===== config.mk =====
export PLATFORM = sky130hd
export DESIGN_NAME = xtea_codec
export DESIGN_NICKNAME = d
export VERILOG_FILES = /design/src/rtl/xtea_codec.sv
export SDC_FILE = /design/constraint.sdc
export NUM_CORES = 2
export LEC_CHECK = 0
export CORE_MARGIN = 2
export CORE_UTILIZATION = 43
export DETAILED_ROUTE_END_ITERATION = 12
export GPL_TIMING_DRIVEN = 0
export HOLD_SLACK_MARGIN = 0.12
export PLACE_DENSITY = 0.7
export SYNTH_ARGS = -nofsm -noshare
export SYNTH_HDL_FRONTEND = slang
export SYNTH_SLANG_ARGS = --single-unit

===== constraint.sdc =====
create_clock -name clock -period 13.8 [get_ports clock]
set_input_delay 3.45 -clock clock [delete_from_list [all_inputs] [get_ports clock]]
set_output_delay 3.45 -clock clock [all_outputs]
set_load 0.02 [all_outputs]

===== src/rtl/xtea_codec.sv =====
// rtl/xtea_codec.sv - multi-lane iterative XTEA codec, one half-round per clock
// Define XTEA_CODEC_DECRYPT_EN to build the decipher datapath; otherwise every job enciphers.
module xtea_codec #(
  parameter int          LANES  = 2,
  parameter int          ROUNDS = 32,
  parameter logic [31:0] DELTA  = 32'h9E3779B9
) (
  input  logic                clock,
  input  logic                reset,
  input  logic                in_valid,
  output logic                in_ready,
  input  logic                decrypt,
  input  logic [127:0]        key_in,
  input  logic [64*LANES-1:0] data_in,
  output logic                out_valid,
  input  logic                out_ready,
  output logic [64*LANES-1:0] data_out
);
  typedef enum logic [1:0] {IDLE, RUN_Y, RUN_Z, DONE} state_t;

  state_t       state;
  logic [127:0] key_r;
  logic [31:0]  sum;
  logic [7:0]   rnd;
  logic         live;
  logic [31:0]  y_r [LANES];
  logic [31:0]  z_r [LANES];
  logic         accept;

`ifdef XTEA_CODEC_DECRYPT_EN
  localparam logic [31:0] SUM_DEC = 32'(DELTA * 32'(ROUNDS));
  logic mode_r;
`else
  logic unused_decrypt;
  assign unused_decrypt = decrypt;
`endif

  function automatic logic [31:0] mix(input logic [31:0] v);
    return ((v << 4) ^ (v >> 5)) + v;
  endfunction

  function automatic logic [31:0] kword(input logic [1:0] i);
    return key_r[32*i +: 32];
  endfunction

  // live holds in_ready low until the first clock after reset release
  assign in_ready = live && (state == IDLE || (state == DONE && out_valid && out_ready));
  assign accept   = in_valid && in_ready;

  always_ff @(posedge clock or negedge reset) begin
    if (!reset) begin
      state     <= IDLE;
      key_r     <= '0;
      sum       <= '0;
      rnd       <= '0;
      live      <= 1'b0;
      out_valid <= 1'b0;
      data_out  <= '0;
`ifdef XTEA_CODEC_DECRYPT_EN
      mode_r    <= 1'b0;
`endif
      for (int n = 0; n < LANES; n++) begin
        y_r[n] <= '0;
        z_r[n] <= '0;
      end
    end else begin
      live <= 1'b1;
      if (accept) begin
        key_r     <= key_in;
        rnd       <= '0;
        out_valid <= 1'b0;
        state     <= RUN_Y;
`ifdef XTEA_CODEC_DECRYPT_EN
        mode_r    <= decrypt;
        sum       <= decrypt ? SUM_DEC : 32'd0;
`else
        sum       <= '0;
`endif
        for (int n = 0; n < LANES; n++) begin
          y_r[n] <= data_in[64*n +: 32];
          z_r[n] <= data_in[64*n+32 +: 32];
        end
      end else begin
        case (state)
          RUN_Y: begin
            for (int n = 0; n < LANES; n++) begin
`ifdef XTEA_CODEC_DECRYPT_EN
              if (mode_r) z_r[n] <= z_r[n] - (mix(y_r[n]) ^ (sum + kword(sum[12:11])));
              else
`endif
              y_r[n] <= y_r[n] + (mix(z_r[n]) ^ (sum + kword(sum[1:0])));
            end
`ifdef XTEA_CODEC_DECRYPT_EN
            if (mode_r) sum <= sum - DELTA;
            else
`endif
            sum <= sum + DELTA;
            state <= RUN_Z;
          end
          RUN_Z: begin
            for (int n = 0; n < LANES; n++) begin
`ifdef XTEA_CODEC_DECRYPT_EN
              if (mode_r) y_r[n] <= y_r[n] - (mix(z_r[n]) ^ (sum + kword(sum[1:0])));
              else
`endif
              z_r[n] <= z_r[n] + (mix(y_r[n]) ^ (sum + kword(sum[12:11])));
            end
            rnd   <= rnd + 8'd1;
            state <= ((rnd + 8'd1) == 8'(ROUNDS)) ? DONE : RUN_Y;
          end
          DONE: begin
            // first DONE cycle registers the result; afterwards wait for the consumer
            if (!out_valid) begin
              out_valid <= 1'b1;
              for (int n = 0; n < LANES; n++) data_out[64*n +: 64] <= {z_r[n], y_r[n]};
            end else if (out_ready) begin
              out_valid <= 1'b0;
              state     <= IDLE;
            end
          end
          default: ;
        endcase
      end
    end
  end
endmodule


==> impl_results.md <==
* Starting density of the core at 43.45%
* Layout Nets at 4972
* Via count at 31900
* Area contributors post-synth: dfrtp_1 30%, ha_1 12%, xnor2_1 7.1%
* Fin crit period at 8.355 ns
* Worst-path maximum fanout at 3
* Worst vdd ir at ~0.000078 V
* CTS-repair resized insts at 0
* Tot GR Track Use at 29.90%
* Layout cells sized above 1 at 7.317%
* # placed instances at 5381
* Die area at 85280 um^2
* Clock transition at path regs at 0.06 ns
* Slew headroom at 3.552%
* Die Wd at 292.0 um
* Ys Warns at 0
* Syn Nets at 4526
* Final Non-Filler Cells at between 5000 and 6000
* Worst Skew at 0.01856 ns
* Util after Layout at 52.10%
* CTS root buffer: clkbuf_16
* Worst-Margin Slew at 1.447 ns
* Worst EP required at between 10 and 15 ns
* Main synth FF type: dfrtp_1
* FMAX at roughly 0.12 GHz
* DR WL/cell at 23.85 um
* Vias in the first global route at 31190
* Max Slew Vio Count at 0
* Hold Path Class: flop to flop
* #FFs+latches synth at 428
* Worst Hold End: key_r[92]$_DFFE_PN0P_
* CTS H-tree lvls at 2
* Dpl hpwl at ~100 mm
* WS Path Type: input port to output pin
* Power Total at ~2800 uW
* Worst skew pair latency at between 0.6 and 0.7 ns
* Worst reg2reg endpoint: y_r[63]$_DFFE_PN0P_
* Most frequent cells in the layout: 654 x nand2_1, 428 x dfrtp_1, 388 x clkdlybuf4s50_1
* Final instance area at 42780 um^2
* Post-route clock period utilization at 60.55%
* Hold slack at 0.5001 ns
* Vias per cell at slightly below 6
* CP Capture Type: output pin
* Remaining antenna violation count after routing at 0
* First-pass GRT wire length at 191.3 mm
* Cell taking the most area after synthesis: dfrtp_1
* # rows at 105
* Core Box Area at slightly above 80000 um^2
* EDFF count, synth at 0
* Hold path cells at 2
* Fillers at 7558
* CTS Buffer Depth at 3
* Sequential area share after synthesis at approximately 30%
* Hold Path Origin: key_r[92]$_DFFE_PN0P_
* Commonest non-fill, non-tap cell in the layout: nand2_1
* GRT Residual Overflow at 0
* Async S/R FF share, synth at 100.0%
* I/O pin count at about 390
* DIE HEIGHT at roughly 290 um
* Cell Area, Synth at 35670 um^2
* Setup Fix Bufs, Post-CTS at 0
* R2R depth at 24
* P_leak at 0.01987 uW
* Hold buffer count at CTS at 0
* Post-Route WL at roughly 130 mm
* Post-synthesis cell type count at 95
* Cts bufs inserted at 51
* Initial antenna violation count at 3
* Sink Count at 428
* Power per cell area at roughly 66 nW/um^2
* Setup violators final at 0
* Avg Cell Area, Syn at 9.105 um^2
* Share of the synthesized area in the top cell type at between 30% and 40%
* CTS tree: done
* I/O Buffers at 389
* DRT Pass-1 Iters at 6
* Reg2reg start: sum[0]$_DFFE_PN0P_
* Final hold violations at 0
* RSZ-0062 raised after global routing: no
* Critical path data arrival time at just under 5 ns
* Max-Cap Viols at 0
* Residual DRC at 0
* DRT iter0 DRCs at approximately 2800
* Post-synthesis cell count at 3918
* Syn-to-layout area delta at 19.92%
* DP Area at between 40000 and 50000 um^2
* R2r setup slk at around 6.1 ns
* GP Congestion at 0.9800
* Largest net degree at the start of global routing at 108
* Startpoint Class: input port
* Status: finished, final reports clean
* CP startpoint: out_ready
[state kept, by name (all words and copies together) (netlist names)]
| signal | count |
|---|---|
| data_out | 128 |
| key_r | 128 |
| live | 1 |
| out_valid | 1 |
| rnd | 8 |
| state | 2 |
| sum | 32 |
| y_r | 64 |
| z_r | 64 |
[power breakdown]
group / internal (uW) / leakage [uW] / switching (uW)
combinational: 68.3 / 0.0134 / 49.0
sequential: 1260 / 0.00555 / 0.0402
clock: 869 / 0.000869 / 564
[cell type report]
cell class | count | area [um^2] | area share (%)
inverter | 88 | 330.3 | 0.7722
timing repair buffer | 393 | 4009 | 9.371
multi-input combinational | 3280 | 24170 | 56.51
clock inverter | 23 | 334.1 | 0.7810
antenna | 2 | 5.005 | 0.01170
sequential | 428 | 10710 | 25.04
clock buffer | 67 | 1416 | 3.311
tap | 1070 | 1339 | 3.130
buffer | 122 | 460.4 | 1.076
[synthesized netlist by cell type (all sizes together) (36+ instances only)]
cell / number
nand2: 654
dfrtp: 428
ha: 337
a21oi: 302
xnor2: 289
o21ai: 247
xor2: 240
nor2: 184
a21o: 157
mux2: 128
clkbuf: 97
inv: 88
mux2i: 86
nand3: 68
mux4: 64
o21a: 43
and3: 42
o21bai: 37
nor3: 36
[worst max path at each step]
stage,to,slack [ns],cells after the start
final,in_ready,5.44,4
after global routing,in_ready,5.39,4
after CTS,in_ready,5.43,4
after detailed placement,in_ready,5.44,4
after global placement,z_r[4]$_DFFE_PN0P_,-10.17,1
after floorplan,in_ready,6.47,2
[logic make-up (layout without fill, tap and decap cells)]
group                    Yosys count  count (layout)  share of synthesized area [%]
AO/OA/AOI/OAI                    977             977                          17.55
flip-flops                       428             428                          30.02
AND/OR/NAND/NOR                 1144            1144                          14.04
buffers and inverters            210             693                          2.213
other                              1               3                        0.01051
multiplexers                     278             278                          10.49
adder cells (fa/ha/maj)          347             347                          12.38
XOR/XNOR                         533             533                          13.29
[metal layers]
metal	up-vias	track usage [%]	share of wire, %
li1	14900	-	-
met1	15460	39.00	41
met2	1292	49.35	46
met3	245	5.069	8.4
met4	0	11.88	4.3
met5	-	0	0
[worst max-delay path, cell delays in order]
cell             delay [ns]
clkdlybuf4s50_1        0.46
and3_1                 0.21
o21a_1                 0.16
clkdlybuf4s50_1        0.62
[per-stage QoR]
stage,TNS (ns),setup slack [ns]
after global placement,-4320.34,-10.17
after CTS,0,5.434
after detailed placement,0,5.438
final,0,5.445
after global routing,0,5.394
after floorplan,0,6.468
Power figures use the tool's default switching activity.
